===== src/rtl/stage_mem_pkg.sv =====
// rtl/stage_mem_pkg.sv - shared types and constants for the MEM pipeline stage
package stage_mem_pkg;

  localparam logic [0:0] ST_IDLE   = 1'b0;
  localparam logic [0:0] ST_ACCESS = 1'b1;
  localparam logic [4:0] ZERO_REG  = 5'd0;

  typedef struct packed {
    logic        valid;
    logic [31:0] ans;
    logic [4:0]  rw;
    logic [31:0] b;
    logic        reg_wr;
    logic        mem_rd;
    logic        mem_wr;
  } ex_mem_t;

  function automatic logic is_misaligned(input logic [1:0] addr_lsb);
    return addr_lsb != 2'b00;
  endfunction

endpackage


===== src/rtl/stage_mem_if.sv =====
// rtl/stage_mem_if.sv - data-memory request/ack bus
interface stage_mem_if;

  logic        dmem_req;
  logic        dmem_we;
  logic [31:0] dmem_addr;
  logic [31:0] dmem_wdata;
  logic [31:0] dmem_rdata;
  logic        dmem_ack;

  modport master (
    output dmem_req, dmem_we, dmem_addr, dmem_wdata,
    input  dmem_rdata, dmem_ack
  );

  modport slave (
    input  dmem_req, dmem_we, dmem_addr, dmem_wdata,
    output dmem_rdata, dmem_ack
  );

endinterface


===== src/rtl/stage_mem_timer.sv =====
// rtl/stage_mem_timer.sv - access timeout counter
module stage_mem_timer #(
  parameter int TIMEOUT = 16,
  parameter int CNT_W   = 5
) (
  input  logic clk,
  input  logic rst_n,
  input  logic clear,
  input  logic enable,
  output logic expired
);

  logic [CNT_W-1:0] cnt;

  // Count enabled cycles; clear restarts the count for the next access.
  always_ff @(posedge clk or negedge rst_n) begin
    if (!rst_n) begin
      cnt <= '0;
    end else if (clear) begin
      cnt <= '0;
    end else if (enable) begin
      cnt <= cnt + 1'b1;
    end
  end

  // Fires in the last allowed cycle, so the count reaches TIMEOUT at that edge.
  assign expired = enable && (cnt == CNT_W'(TIMEOUT - 1));

endmodule


===== src/rtl/stage_mem.sv =====
// rtl/stage_mem.sv - MEM pipeline stage with EX/MEM register and dmem handshake
module stage_mem
  import stage_mem_pkg::*;
#(
  parameter int TIMEOUT = 16,
  parameter int CNT_W   = 5
) (
  input  logic        clk,
  input  logic        rst_n,
  input  logic        valid_ex,
  input  logic [31:0] ans_ex,
  input  logic [4:0]  rw_ex,
  input  logic [31:0] b_ex,
  input  logic        reg_wr_ex,
  input  logic        mem_rd_ex,
  input  logic        mem_wr_ex,
  output logic        stall_mem,
  stage_mem_if.master dmem,
  output logic        wb_valid,
  output logic        wb_we,
  output logic [4:0]  wb_rw,
  output logic [31:0] wb_data,
  output logic        fwd_valid,
  output logic [4:0]  fwd_rw,
  output logic [31:0] fwd_data,
  output logic        mem_err
);

  logic [0:0]  state;
  ex_mem_t     em;
  ex_mem_t     ex_in;
  logic        pend;
  logic        in_access;
  logic        acked;
  logic        expired;
  logic        timeout;
  logic        capture;
  logic        iss_go;
  logic [31:0] iss_ans;
  logic [4:0]  iss_rw;
  logic        iss_reg_wr;
  logic        iss_rd;
  logic        iss_wr;
  logic        iss_mem;
  logic        iss_bad;

  assign ex_in = '{valid: 1'b1, ans: ans_ex, rw: rw_ex, b: b_ex,
                   reg_wr: reg_wr_ex, mem_rd: mem_rd_ex, mem_wr: mem_wr_ex};

  assign in_access = (state == ST_ACCESS);
  assign acked     = in_access && dmem.dmem_ack;
  assign timeout   = expired && !dmem.dmem_ack;

  // The ack cycle releases EX; an op accepted then is parked in EX/MEM (pend)
  // and issued from there one cycle later, while the load result drains to WB.
  assign stall_mem = (in_access && !dmem.dmem_ack) || pend;
  assign capture   = valid_ex && !stall_mem;

  // Issue source: the parked op if any, otherwise the live EX outputs.
  assign iss_go     = pend || (!in_access && valid_ex);
  assign iss_ans    = pend ? em.ans    : ans_ex;
  assign iss_rw     = pend ? em.rw     : rw_ex;
  assign iss_reg_wr = pend ? em.reg_wr : reg_wr_ex;
  assign iss_rd     = pend ? em.mem_rd : mem_rd_ex;
  assign iss_wr     = pend ? em.mem_wr : mem_wr_ex;
  assign iss_mem    = iss_rd || iss_wr;
  assign iss_bad    = iss_mem && is_misaligned(iss_ans[1:0]);

  stage_mem_timer #(
    .TIMEOUT (TIMEOUT),
    .CNT_W   (CNT_W)
  ) u_timer (
    .clk     (clk),
    .rst_n   (rst_n),
    .clear   (!in_access),
    .enable  (in_access),
    .expired (expired)
  );

  // IDLE <-> ACCESS: enter on an aligned memory op, leave on ack or timeout.
  always_ff @(posedge clk or negedge rst_n) begin
    if (!rst_n) begin
      state <= ST_IDLE;
    end else if (in_access) begin
      if (acked || timeout) state <= ST_IDLE;
    end else if (iss_go && iss_mem && !iss_bad) begin
      state <= ST_ACCESS;
    end
  end

  // EX/MEM register: load on capture, hold while stalled, bubble otherwise.
  always_ff @(posedge clk or negedge rst_n) begin
    if (!rst_n) begin
      em   <= '0;
      pend <= 1'b0;
    end else if (capture) begin
      em   <= ex_in;
      pend <= acked;
    end else begin
      pend <= 1'b0;
      if (!stall_mem || timeout) em.valid <= 1'b0;
    end
  end

  // WB outputs and the error pulse, registered from completion events.
  always_ff @(posedge clk or negedge rst_n) begin
    if (!rst_n) begin
      wb_valid <= 1'b0;
      wb_we    <= 1'b0;
      wb_rw    <= '0;
      wb_data  <= '0;
      mem_err  <= 1'b0;
    end else begin
      wb_valid <= 1'b0;
      wb_we    <= 1'b0;
      mem_err  <= 1'b0;
      if (acked) begin
        wb_valid <= 1'b1;
        wb_rw    <= em.rw;
        wb_data  <= em.mem_rd ? dmem.dmem_rdata : em.ans;
        wb_we    <= em.mem_rd && em.reg_wr && (em.rw != ZERO_REG);
      end else if (timeout) begin
        wb_valid <= 1'b1;
        wb_rw    <= em.rw;
        wb_data  <= em.ans;
        mem_err  <= 1'b1;
      end else if (iss_go && !(iss_mem && !iss_bad)) begin
        wb_valid <= 1'b1;
        wb_rw    <= iss_rw;
        wb_data  <= iss_ans;
        wb_we    <= iss_reg_wr && !iss_mem && (iss_rw != ZERO_REG);
        mem_err  <= iss_bad;
      end
    end
  end

  assign dmem.dmem_req   = in_access;
  assign dmem.dmem_we    = em.mem_wr;
  assign dmem.dmem_addr  = em.ans;
  assign dmem.dmem_wdata = em.b;

  assign fwd_valid = em.valid && em.reg_wr && !em.mem_rd && (em.rw != ZERO_REG);
  assign fwd_rw    = em.rw;
  assign fwd_data  = em.ans;

endmodule


===== src/flat_wrapper.sv =====
// flat-port wrapper written by rule: the top's interface ports become plain ports
module stage_mem_flat import stage_mem_pkg::*;
#(
  parameter int TIMEOUT = 16,
  parameter int CNT_W   = 5
)
  (clk, rst_n, valid_ex, ans_ex, rw_ex, b_ex, reg_wr_ex, mem_rd_ex, mem_wr_ex, stall_mem, wb_valid, wb_we, wb_rw, wb_data, fwd_valid, fwd_rw, fwd_data, mem_err, dmem_dmem_req, dmem_dmem_we, dmem_dmem_addr, dmem_dmem_wdata, dmem_dmem_rdata, dmem_dmem_ack);
  stage_mem_if dmem_i ();
  input  logic clk;
  input  logic rst_n;
  input  logic valid_ex;
  input  logic [31:0] ans_ex;
  input  logic [4:0] rw_ex;
  input  logic [31:0] b_ex;
  input  logic reg_wr_ex;
  input  logic mem_rd_ex;
  input  logic mem_wr_ex;
  output logic stall_mem;
  output logic wb_valid;
  output logic wb_we;
  output logic [4:0] wb_rw;
  output logic [31:0] wb_data;
  output logic fwd_valid;
  output logic [4:0] fwd_rw;
  output logic [31:0] fwd_data;
  output logic mem_err;
  output wire logic [$bits(dmem_i.dmem_req)-1:0] dmem_dmem_req;
  output wire logic [$bits(dmem_i.dmem_we)-1:0] dmem_dmem_we;
  output wire logic [$bits(dmem_i.dmem_addr)-1:0] dmem_dmem_addr;
  output wire logic [$bits(dmem_i.dmem_wdata)-1:0] dmem_dmem_wdata;
  input wire logic [$bits(dmem_i.dmem_rdata)-1:0] dmem_dmem_rdata;
  input wire logic [$bits(dmem_i.dmem_ack)-1:0] dmem_dmem_ack;
  assign dmem_dmem_req = dmem_i.dmem_req;
  assign dmem_dmem_we = dmem_i.dmem_we;
  assign dmem_dmem_addr = dmem_i.dmem_addr;
  assign dmem_dmem_wdata = dmem_i.dmem_wdata;
  assign dmem_i.dmem_rdata = dmem_dmem_rdata;
  assign dmem_i.dmem_ack = dmem_dmem_ack;
  stage_mem #(.TIMEOUT(TIMEOUT), .CNT_W(CNT_W)) u_core (.clk(clk), .rst_n(rst_n), .valid_ex(valid_ex), .ans_ex(ans_ex), .rw_ex(rw_ex), .b_ex(b_ex), .reg_wr_ex(reg_wr_ex), .mem_rd_ex(mem_rd_ex), .mem_wr_ex(mem_wr_ex), .stall_mem(stall_mem), .dmem(dmem_i), .wb_valid(wb_valid), .wb_we(wb_we), .wb_rw(wb_rw), .wb_data(wb_data), .fwd_valid(fwd_valid), .fwd_rw(fwd_rw), .fwd_data(fwd_data), .mem_err(mem_err));
endmodule

===== config.mk =====
export PLATFORM = sky130hd
export DESIGN_NAME = stage_mem_flat
export DESIGN_NICKNAME = d
export VERILOG_FILES = /design/src/rtl/stage_mem_pkg.sv /design/src/rtl/stage_mem_if.sv /design/src/rtl/stage_mem_timer.sv /design/src/rtl/stage_mem.sv /design/src/flat_wrapper.sv
export SDC_FILE = /design/constraint.sdc
export NUM_CORES = 1
export LEC_CHECK = 0
export BUFFER_PORTS_ARGS = -buffer_cell sky130_fd_sc_hd__buf_2
export CAP_MARGIN = 30
export CORE_MARGIN = 5
export CORE_UTILIZATION = 53
export CTS_CLUSTER_DIAMETER = 50
export CTS_CLUSTER_SIZE = 40
export DETAILED_ROUTE_END_ITERATION = 16
export PLACE_DENSITY = 0.89
export SLEW_MARGIN = 10
export SYNTH_ARGS = -nofsm -noshare
export SYNTH_HDL_FRONTEND = slang
export SYNTH_SLANG_ARGS = --single-unit

===== constraint.sdc =====
create_clock -name clk -period 3.9 [get_ports clk]
set_input_delay 0.195 -clock clk [delete_from_list [all_inputs] [get_ports clk]]
set_output_delay 0.195 -clock clk [all_outputs]
set_load 0.02 [all_outputs]

After elaboration in Yosys (flattened, before gate mapping)

Cells that the tools add are included.

Register bits: 120
Input port bits: 108
Output and inout port bits: 145
Logic and storage cells: 80

Add/subtract/negate cells: 1
Equality and inequality tests: 1
Multiplexer cells: 28
Reduce and logical (&&, ||, !) cells: 35

Operators with widths:

| cell                | count |
|---|---|
| $mux 32             | 5 |
| $mux 5              | 5 |
| $logic_and 1x1->1   | 18 |
| $mux 1              | 18 |
| $reduce_bool 5->1   | 2 |
| $logic_not 1->1     | 7 |
| $add 5x1->5 const B | 1 |
| $eq 5x4->1 const B  | 1 |
| $logic_or 1x1->1    | 5 |
| $reduce_bool 2->1   | 2 |
| $reduce_bool 3->1   | 1 |

Logic depth before layout (Yosys ltp)

Gate-level depths: netlist of the first run.

Word-level depth: 10
Gate-level depth with buffers: 8
Depth with buffers taken out: 7

By module

From an unflattened synthesis of the first run, not the netlist that was laid out.

Cell total of the unflattened synthesis: 528
Area total of the unflattened synthesis: 6222.2 um2

By module, submodules not included:

| module          | times used | cells each | area an instance (um2) | seq. area each (um2) |
|---|---|---|---|---|
| stage_mem       | 1          | 504        | 5936.9                 | 2877.8 |
| stage_mem_timer | 1          | 24         | 285.3                  | 125.1 |

Least setup slack after synthesis of the first run

Ideal clock, no wire load.

Kind: register to register
Start: register u_core.u_timer.cnt[0]
End: register u_core.wb_data[2]
Library setup time: 125 ps
Arrival: 2194 ps
Data required time: 3775 ps
Path slack: 1581 ps
Stages on the path, launching flop included: 9
Path buffers: 1
Period minus slack after synthesis: 2319 ps
Cell sequence: dfrtp_1 -> ha_1 -> and3_1 -> ha_1 -> o21ai_2 -> nand2_1 -> clkbuf_1 -> o221a_2 -> mux2_2

Word-level cells in the longest chain between the ends: 5
Elaborated cells on any way between the ends: 6
Those cells by class: eq/ne (1); mux (2); reduce/logical (3)

RTL lines:

| what                     | line                  | source |
|---|---|---|
| start: declaration       | stage_mem_timer.sv:13 | `logic [CNT_W-1:0] cnt;` |
| start signal: assignment | stage_mem_timer.sv:22 | `cnt <= cnt + 1'b1;` |
| $eq 5x4->1 (*)           | stage_mem_timer.sv:27 | `assign expired = enable && (cnt == CNT_W'(TIMEOUT - 1));` |
| $logic_and 1x1->1 (*)    | stage_mem_timer.sv:27 |  |
| $logic_and 1x1->1 (*)    | stage_mem.sv:52       | `assign timeout = expired && !dmem.dmem_ack;` |
| $mux 32                  | stage_mem.sv:122      | `end else if (timeout) begin` |
| $mux 32                  | stage_mem.sv:117      | `if (acked) begin` |
| end signal: assignment   | stage_mem.sv:120      | `wb_data <= em.mem_rd ? dmem.dmem_rdata : em.ans;` |
| end signal: assignment   | stage_mem.sv:125      | `wb_data <= em.ans;` |
| end signal: assignment   | stage_mem.sv:130      | `wb_data <= iss_ans;` |
| end: declaration         | stage_mem.sv:22       | `output logic [31:0] wb_data,` |

Every way passes the cells marked *; elsewhere a longest branch is shown, timed or not.
A chain may end at the register's enable or synchronous reset.

Final worst setup path of the first run

Start: register u_core.u_timer.cnt[0]
End: register u_core.wb_data[27]

Same word-level chain as after synthesis.

==> run summary, run 1 <==
Synth area leader: dfrtp_1
Top cell by count, worst path: ha_1
Combinational share of power: 27.4%
Worst-skew pair later-pin latency: 400 ps
Clock Power Share: 35.8%
Cts bufs inserted: 17
Multi-input logic area: 2335 um2
# DRC: 0
Fin util: 65.47%
Worst reg-to-reg path cell count: 8
Clk buf depth: 2
Skew final: 6.977 ps
H-tree depth: 4
CP required: 4180 ps
Arr. time, crit path: 3290 ps
Avg Inst Size Synth: 12.62 um2
Part of the cycle the worst path needs: 77.15%
Largest family of logic cells by synthesized area: multiplexers
Pwr/cell area: 594.9 nW/um2
Net switching fraction of the power: 31.19%
Fin. Hold Viols: 0
DPL Wire Length: 11120 um
ANT cells: 0
Post-synth EDFFs: 0
Outcome: finished clean
Worst-Margin Slew: 753.9 ps
Synthesis Warnings: 0
Reg area: 3003 um2
Synth cell types: 40
Max Fclk: 332.4 MHz
Adder-Cell Fraction of Synth Area: 0.4007%
Count leader, synth: dfrtp_1
Crit path time final: 3009 ps
Delay-heaviest family, CP: compound AO/OA/AOI/OAI gates
Slowest library cell on the worst path: nand2_1
Peak VDD IR: 0.3960 mV
Rel. slew slack: 49.74%
Vias per cell: 5.461
Detail Route Antenna Nets: 0
Starting Density: 54.46%
PortBufs: 252
Reg clk slew, reported paths: 50 ps
GR Util All Layers: 21.70%
Ys async rst share: 100.0%
Initial DRC count: 308
DR vias: 4396
Proportion of synthesized area in mux cells: 21.00%
Main area contributors after synthesis: dfrtp_1 48%, mux2_2 14%, buf_4 12%
Crit path largest cell delay: 480 ps
Cell Area, Placed: 6868 um2
Synthesized Nets: 605
Worst reg-to-reg setup slack: 890 ps
Reg power frac: 36.8%
Worst setup SP type: flop
Die width: 118.5 um
Initial antenna violation count: 0
Final instance area: 7507 um2
Largest net degree at the start of global routing: 74
CTS tree: done
Compound-Gate Fraction of Synth Area: 9.116%
Max Cap Viol: 0
# setup viols final: 0
Post-synthesis register bit count: 120
Drt pass-1 iters: 4
Top cells by count, synth: 120 x dfrtp_1, 102 x buf_4, 76 x mux2_2
Clk sinks: 120
Synth Area in XOR/XNOR: 0.2805%
Post-synthesis simple-gate area fraction: 6.412%
Min-delay worst type: in -> reg
Cell count after synthesis: 495
CP Buf/Inv Count: 1
GRT overflow: 0
Post_cts resized: 0
Max-slew violation count: 0
Critical path depth in cells: 8
RSZ-0062 raised after global routing: no
Fillers: 845
I/O Pins: 253
Netlist area before placement: 6245 um2
Num rows: 39
Post-synth top flop: dfrtp_1
Final WL: 15300 um
P&R area growth vs syn: 20.22%
Leak: 3.635 nW
Total Nets Final: 759
Post-route setup TNS: 0 ps
Sequential area share after synthesis: 48.09%
Psw: 0.001393 W
Worst hold stages: 2
WL/cell: 19.01 um
CP endpoint kind: flop
Root Driver: clkbuf_16
Core area: 11470 um2
Crit Path Class: reg -> reg
Synth top area share: 48.09%
Placer Congestion: 0.8656
First-pass GRT wire length: 24810 um
Vias in the first global route: 4920
Worst path cell trace: ha_1 -> and3_1 -> ha_1 -> o21ai_2 -> nand2_1 -> buf_4 -> o221a_2 -> mux2_4
Layout cell share with drive strength beyond 1: 68.88%
Die Y: 118.5 um
Internal: 0.003073 W
Worst Path Max Fanout: 17
Full die area: 14050 um2
## worst reg2reg max path: cells and delay by family (launching register included)
family / cells / cell delay [ps]
mux: 1 / 260
compound gates: 2 / 700
fa+ha+maj: 2 / 490
buf+inv: 1 / 380
simple gates: 2 / 670
flops: 1 / 400
## cell families (layout without fill, tap and decap cells)
kind of cell    after synthesis  in the layout
compound gates               58             58
xor+xnor                      2              2
fa+ha+maj                     2              2
buf+inv                     134            301
flops                       120            120
mux                         108            108
simple gates                 71             71
## per-layer routing
layer	part of all wire (%)	up-vias	GRT usage, %
met1	38	2180	25.07
met5	0	-	0
met3	8.8	31	7.450
met4	2.1	0	9.072
li1	-	1964	-
met2	51	221	36.78
## layout make-up
| cell class | count | share of cell area (%) |
|---|---|---|
| multi-input combinational | 241 | 31.10 |
| tap | 143 | 2.383 |
| sequential | 120 | 40.00 |
| clock inverter | 8 | 1.567 |
| timing repair buffer | 259 | 17.90 |
| clock buffer | 24 | 6.550 |
| inverter | 10 | 0.5000 |
## power by group through the flow
stage	Sequential (W)	Combinational, W	Clock [W]
after global placement	0.00164	0.00120	0
after CTS	0.00164	0.00124	0.00163
after floorplan	0.00176	0.000865	0
after detailed placement	0.00166	0.00123	0
final	0.00164	0.00122	0.00160
after global routing	0.00167	0.00130	0.00168
## timing repair
| action | in CTS | in global routing |
|---|---|---|
| buffers inserted | 0 | 0 |
| hold endpoints to repair | 57 | 0 |
| hold buffers | 1 | 0 |
## path summary, 6_finish.rpt
path | start | to
worst max-delay path | u_core.u_timer.cnt[0] | u_core.wb_data[27]
worst min-delay path | b_ex[1] | u_core.dmem.dmem_wdata[1]
worst max register to register | u_core.u_timer.cnt[0] | u_core.wb_data[27]
worst min register to register | u_core.u_timer.cnt[0] | u_core.u_timer.cnt[0]
max in group asynchronous | rst_n | u_core.wb_rw[3]
min in group asynchronous | rst_n | u_core.wb_data[20]
## flip-flops by register name, summed over array words and instances, names as in the netlist, 3 cells and up
name,flops
u_core.dmem.dmem_addr,32
u_core.dmem.dmem_wdata,32
u_core.wb_data,32
u_core.fwd_rw,5
u_core.u_timer.cnt,5
u_core.wb_rw,5
u_core.em,3
## through the flow
| stage | worst slack (ps) | instances | hold WS, ps | power [W] |
|---|---|---|---|---|
| after floorplan | 1581 | 495 | -100.6 | 0.002623 |
| after detailed placement | 894.5 | 771 | 308.6 | 0.002890 |
| final | 891.2 | 805 | 25.39 | 0.004466 |
| after CTS | 885.1 | 804 | 4.013 | 0.004507 |
| after global placement | 973.1 | 771 | 300.4 | 0.002843 |
| after global routing | 695.7 | 805 | 8.779 | 0.004660 |
## cell usage in the layout (no fill, tap or decap), types with 5 or more instances in the layout
cell type,Yosys,routed
or2_2,30,30
mux2i_1,5,5
nor2_1,11,11
clkbuf_16,0,17
nand2_1,10,9
buf_4,102,5
dfrtp_1,120,120
o221a_2,30,30
mux2_2,76,76
buf_2,8,251
inv_1,10,10
o221ai_1,6,6
mux2_4,27,27
Note: power is estimated with default switching activity, not from simulation.
==> inputs of run 2 (changes only) <==
--- a/config.mk
+++ b/config.mk
@@ -8,11 +8,11 @@
 export BUFFER_PORTS_ARGS = -buffer_cell sky130_fd_sc_hd__buf_2
 export CAP_MARGIN = 30
 export CORE_MARGIN = 5
-export CORE_UTILIZATION = 53
+export CORE_UTILIZATION = 44
 export CTS_CLUSTER_DIAMETER = 50
 export CTS_CLUSTER_SIZE = 40
 export DETAILED_ROUTE_END_ITERATION = 16
-export PLACE_DENSITY = 0.89
+export PLACE_DENSITY = 0.79
 export SLEW_MARGIN = 10
 export SYNTH_ARGS = -nofsm -noshare
 export SYNTH_HDL_FRONTEND = slang
==> constraint.sdc (replaced) <==
create_clock -name clk -period 2.43 [get_ports clk]
set_input_delay 0.1215 -clock clk [delete_from_list [all_inputs] [get_ports clk]]
set_output_delay 0.1215 -clock clk [all_outputs]
set_load 0.02 [all_outputs]
==> run summary, run 2 (synthesis gave the netlist of run 1 again) <==
Max Cap Viol: 0
Worst hold stages: 3
Num rows: 43
Worst setup SP type: flop
First-pass GRT wire length: 26670 um
Worst-skew pair later-pin latency: 410 ps
Reg clk slew, reported paths: 50 ps
I/O Pins: 253
Clk sinks: 120
Max-slew violation count: 0
Starting Density: 44.99%
Placer Congestion: 0.8780
PortBufs: 252
R2r endpoint: u_core.wb_data[7]
CP required: 2730 ps
Met3 WL: 1312 um
Total power: 0.006981 W
Detail Route Antenna Nets: 0
Drt pass-1 iters: 4
# setup viols final: 0
Layout cell share with drive strength beyond 1: 62.68%
DR vias: 4680
Die width: 129.1 um
Slack of the critical path: 158.4 ps
Initial antenna violation count: 0
R2R Path Start: u_core.u_timer.cnt[0]
Leak: 3.954 nW
Worst-Margin Slew: 672.5 ps
Crit Path Class: reg -> reg
Part of the cycle the worst path needs: 93.48%
Arr. time, crit path: 2570 ps
RSZ-0062 raised after global routing: no
Hold path startpoint: dmem_dmem_rdata[0]
Min-delay worst type: in -> reg
Vias in the first global route: 5151
Largest net degree at the start of global routing: 64
CP endpoint kind: flop
Hold path endpoint: u_core.wb_data[0]
H-tree depth: 4
WL/cell: 18.35 um
Core area: 13880 um2
CTS tree: done
Rel. slew slack: 55.16%
Met1 wire length: 6496 um
Top Metal Used: met4
Vias per cell: 5.054
Cts bufs inserted: 17
# DRC: 0
DP Worst Slack: 69.38 ps
Clk buf depth: 2
Final WL: 16990 um
DR WL met2: 8869 um
Die Y: 129.1 um
Most frequent cells in the layout: 251 x buf_2, 120 x dfrtp_1, 76 x mux2_2
Pwr/cell area: 840.8 nW/um2
Leading cell type in the layout, fill and taps excluded: buf_2
Skew final: 8.282 ps
P&R area growth vs syn: 32.96%
Total Nets Final: 843
Worst Path Max Fanout: 17
Worst reg-to-reg path cell count: 8
Fin. Hold Viols: 0
GRT overflow: 0
Crit path time final: 2272 ps
Post-route setup TNS: 0 ps
Root Driver: clkbuf_16
Full die area: 16670 um2
GR Util All Layers: 20.52%
Outcome: finished clean
Worst reg-to-reg setup slack: 160 ps
Max Fclk: 440.2 MHz
Peak VDD IR: 0.4264 mV
DPL Wire Length: 11650 um
Initial DRC count: 199
==> run 2: changes by cell type in the layout (fill, tap and decap cells not counted), sizes merged <==
cell and delta:
dlygate4sd3 +73, buf +11, bufinv -3, clkinvlp +2
clkbuf -1, clkinv +1, diode +1
==> run 2: cell type report <==
cell class | count | area (um2)
clock inverter | 8 | 47.55
multi-input combinational | 241 | 2342
sequential | 120 | 3003
fill | 1080 | 5578
tap | 180 | 225.2
timing repair buffer | 343 | 2157
antenna | 1 | 2.502
inverter | 10 | 37.54
clock buffer | 23 | 488.0
==> run 2: timing repair <==
item	CTS	global route
endpoints found under the setup margin	0	31
gates resized for setup	0	1
setup buffers	0	1
hold endpoints to repair	113	0
hold buffers	74	0
==> run 2: how the worst max path moves through the flow <==
stage / slack [ps] / endpoint / cells after the start / startpoint
6_report: 160 / u_core.wb_data[7] / 8 / u_core.u_timer.cnt[0]
5_1_grt: 50 / u_core.wb_rw[1] / 8 / u_core.u_timer.cnt[0]
4_1_cts: 60 / u_core.wb_data[7] / 8 / u_core.u_timer.cnt[0]
3_5_place_dp: 70 / u_core.wb_data[2] / 8 / u_core.u_timer.cnt[0]
3_3_place_gp: 160 / u_core.wb_rw[1] / 8 / u_core.u_timer.cnt[0]
2_1_floorplan: 110 / u_core.wb_data[2] / 8 / u_core.u_timer.cnt[0]
==> run 2: per-layer routing <==
metal  GRT usage, %  vias up
li1               -     2134
met1          23.41     2305
met2          36.46      213
met3          6.018       28
met4          7.474        0
met5              0        -
==> run 2: stage by stage <==
stage | utilization, % | hold slack (ps) | cells | area, um2
floorplan | - | -174.1 | 495 | 6245
global placement | 50.50 | 136.9 | 819 | 7009
detailed placement | 50.50 | 147.3 | 819 | 7009
CTS | 59.69 | 65.28 | 924 | 8285
global route | 59.80 | 118.5 | 925 | 8300
finish | 59.82 | 85.41 | 926 | 8303
==> run 2: power by group <==
group	leakage (nW)	switching [W]	total, W	internal (W)
Sequential	1.42	0.000262	0.00263	0.00236
Clock	0.261	0.000863	0.00226	0.00139
Combinational	2.28	0.00115	0.00210	0.000946
Total	3.95	0.00228	0.00698	0.00470
==> run 2: critical path: stages, from the launching register on <==
cell and delay (ps):
dfrtp_1 400, ha_1 230, and3_1 190, ha_1 280, o21ai_4 180, nand2_1 90, buf_4 220, o221a_2 300
mux2_4 260
==> inputs of run 3 (changes only) <==
--- a/config.mk
+++ b/config.mk
@@ -16,4 +16,5 @@
 export SLEW_MARGIN = 10
 export SYNTH_ARGS = -nofsm -noshare
 export SYNTH_HDL_FRONTEND = slang
+export SYNTH_HIERARCHICAL = 1
 export SYNTH_SLANG_ARGS = --single-unit
==> run summary, run 3 <==
Full die area: 16620 um2
Post-route setup TNS: 0 ps
Synthesized Nets: 638
Fillers: 1111
Multi-input logic area: 2167 um2
Min-delay worst type: in -> reg
Worst hold stages: 3
Cts bufs inserted: 17
Die Y: 128.9 um
Avg Inst Size Synth: 11.78 um2
Synth cell types: 48
Synth top area share: 48.26%
Final WL: 16280 um
Layout cell share with drive strength beyond 1: 50.39%
CTS tree: done
PortBufs: 252
Most frequent cells in the layout: 251 x buf_2, 119 x dfrtp_1, 73 x dlygate4sd3_1, 73 x mux2_2, 39 x o21ai_0
P&R area growth vs syn: 33.38%
H-tree depth: 4
Starting Density: 44.83%
Placer Congestion: 0.8206
Detail Route Antenna Nets: 0
Worst Path Max Fanout: 18
Arr. time, crit path: 2600 ps
Initial antenna violation count: 1
Max Cap Viol: 0
Post-synth EDFFs: 0
DPL Wire Length: 11180 um
CP endpoint kind: flop
Num rows: 43
Initial DRC count: 229
# DRC: 0
Crit path time final: 2326 ps
R2R Path Start: u_core/u_timer/cnt[0]
Drt pass-1 iters: 4
# setup viols final: 0
WHS: 85.06 ps
Count leader, synth: dfrtp_1
Main area contributors after synthesis: dfrtp_1 48%, mux2_2 13%, buf_4 12%
Post-synthesis register bit count: 120
Worst-Margin Slew: 416.6 ps
Clock Power Share: 33.9%
Top cells by count, synth: 120 x dfrtp_1, 102 x buf_4, 73 x mux2_2
Largest net degree at the start of global routing: 49
RSZ-0062 raised after global routing: no
Netlist area before placement: 6222 um2
Fin util: 59.79%
Max-slew violation count: 0
Synthesis Warnings: 6
Max Fclk: 430.0 MHz
Reg power frac: 36.4%
Vias in the first global route: 5068
Total Nets Final: 870
Combinational share of power: 29.7%
Internal: 0.004888 W
Worst-skew pair later-pin latency: 400 ps
Hold path startpoint: dmem_dmem_ack
Worst setup SP type: flop
Core area: 13880 um2
Reg area: 3004 um2
Root Driver: clkbuf_16
Post-synth top flop: dfrtp_1
Psw: 0.002405 W
Reg clk slew, reported paths: 50 ps
Synth area leader: dfrtp_1
Outcome: finished clean
DP Worst Slack: 65.50 ps
Clk sinks: 120
Peak VDD IR: 0.5412 mV
GR Util All Layers: 19.82%
Pwr/cell area: 878.8 nW/um2
Cell count after synthesis: 528
First-pass GRT wire length: 26010 um
CP required: 2710 ps
WL/cell: 17.09 um
Total power: 0.007293 W
Crit path from: u_core/u_timer/cnt[0]
Leak: 4.043 nW
Die width: 128.9 um
Fin. Hold Viols: 0
Clk buf depth: 2
Sequential area share after synthesis: 48.26%
GRT overflow: 0
Leading cell type in the layout, fill and taps excluded: buf_2
DR vias: 4803
Worst reg-to-reg path cell count: 9
Vias per cell: 5.040
Ys async rst share: 100.0%
Net switching fraction of the power: 32.98%
Slack of the critical path: 104.4 ps
Part of the cycle the worst path needs: 95.70%
I/O Pins: 253
Worst reg-to-reg setup slack: 100 ps
Rel. slew slack: 72.20%
Crit Path Class: reg -> reg
Skew final: 6.579 ps
==> run 3: through the flow <==
| stage | cells | instance area (um2) |
|---|---|---|
| after global routing | 953 | 8299 |
| after CTS | 951 | 8282 |
| after detailed placement | 847 | 6968 |
| after floorplan | 528 | 6222 |
| final | 953 | 8299 |
| after global placement | 847 | 6968 |
==> run 3: final cells by class <==
| class | instances | area share [%] |
|---|---|---|
| Antenna cell | 1 | 0.03015 |
| Multi-Input combinational cell | 240 | 26.11 |
| Tap cell | 180 | 2.714 |
| Sequential cell | 120 | 36.20 |
| Clock inverter | 8 | 1.146 |
| Timing Repair Buffer | 344 | 26.25 |
| Inverter | 37 | 1.673 |
| Clock buffer | 23 | 5.880 |
==> run 3: metal layers <==
metal / share of wire, % / GRT usage, % / vias to the layer above
met5: 0 / 0 / -
met2: 49 / 33.48 / 185
met4: 2.1 / 7.350 / 0
met1: 41 / 24.18 / 2363
li1: - / - / 2229
met3: 7.8 / 5.562 / 26
==> run 3: final timing paths <==
kind                                        endpoint
max                               u_core/wb_data[12]
min                                      u_core/pend
max reg2reg                       u_core/wb_data[12]
min reg2reg                          u_core/wb_rw[1]
max in group asynchronous          u_core/wb_data[2]
min in group asynchronous  u_core/dmem.dmem_addr[29]
==> run 3: power by group through the flow <==
stage | Clock [W] | Combinational (W) | Sequential, W
after global routing | 0.00265 | 0.00233 | 0.00271
after detailed placement | 0 | 0.00208 | 0.00268
after CTS | 0.00254 | 0.00218 | 0.00265
after floorplan | 0 | 0.00140 | 0.00290
final | 0.00247 | 0.00216 | 0.00265
after global placement | 0 | 0.00205 | 0.00267
==> run 3: kinds of logic after synthesis <==
logic type	after synthesis	synth area share, %
adder cells (fa/ha/maj)	2	0.4021
multiplexers	110	19.55
flip-flops	120	48.26
AO/OA/AOI/OAI	93	11.16
AND/OR/NAND/NOR	34	3.318
buffers and inverters	168	17.17
XOR/XNOR	1	0.1408
==> run 3: critical path, cell delays in order, from the launching register on <==
cell	delay, ps
dfrtp_1	420
ha_2	220
and3_1	160
ha_1	170
and2_2	210
mux2_4	310
buf_4	220
o32a_1	310
o21ai_0	80
mux2i_1	90
==> run 3: what timing repair did <==
item,in CTS,in global routing
resized for setup,0,3
hold endpoints to repair,140,0
setup buffers,0,1
setup endpoints to repair,0,27
hold buffers,73,0
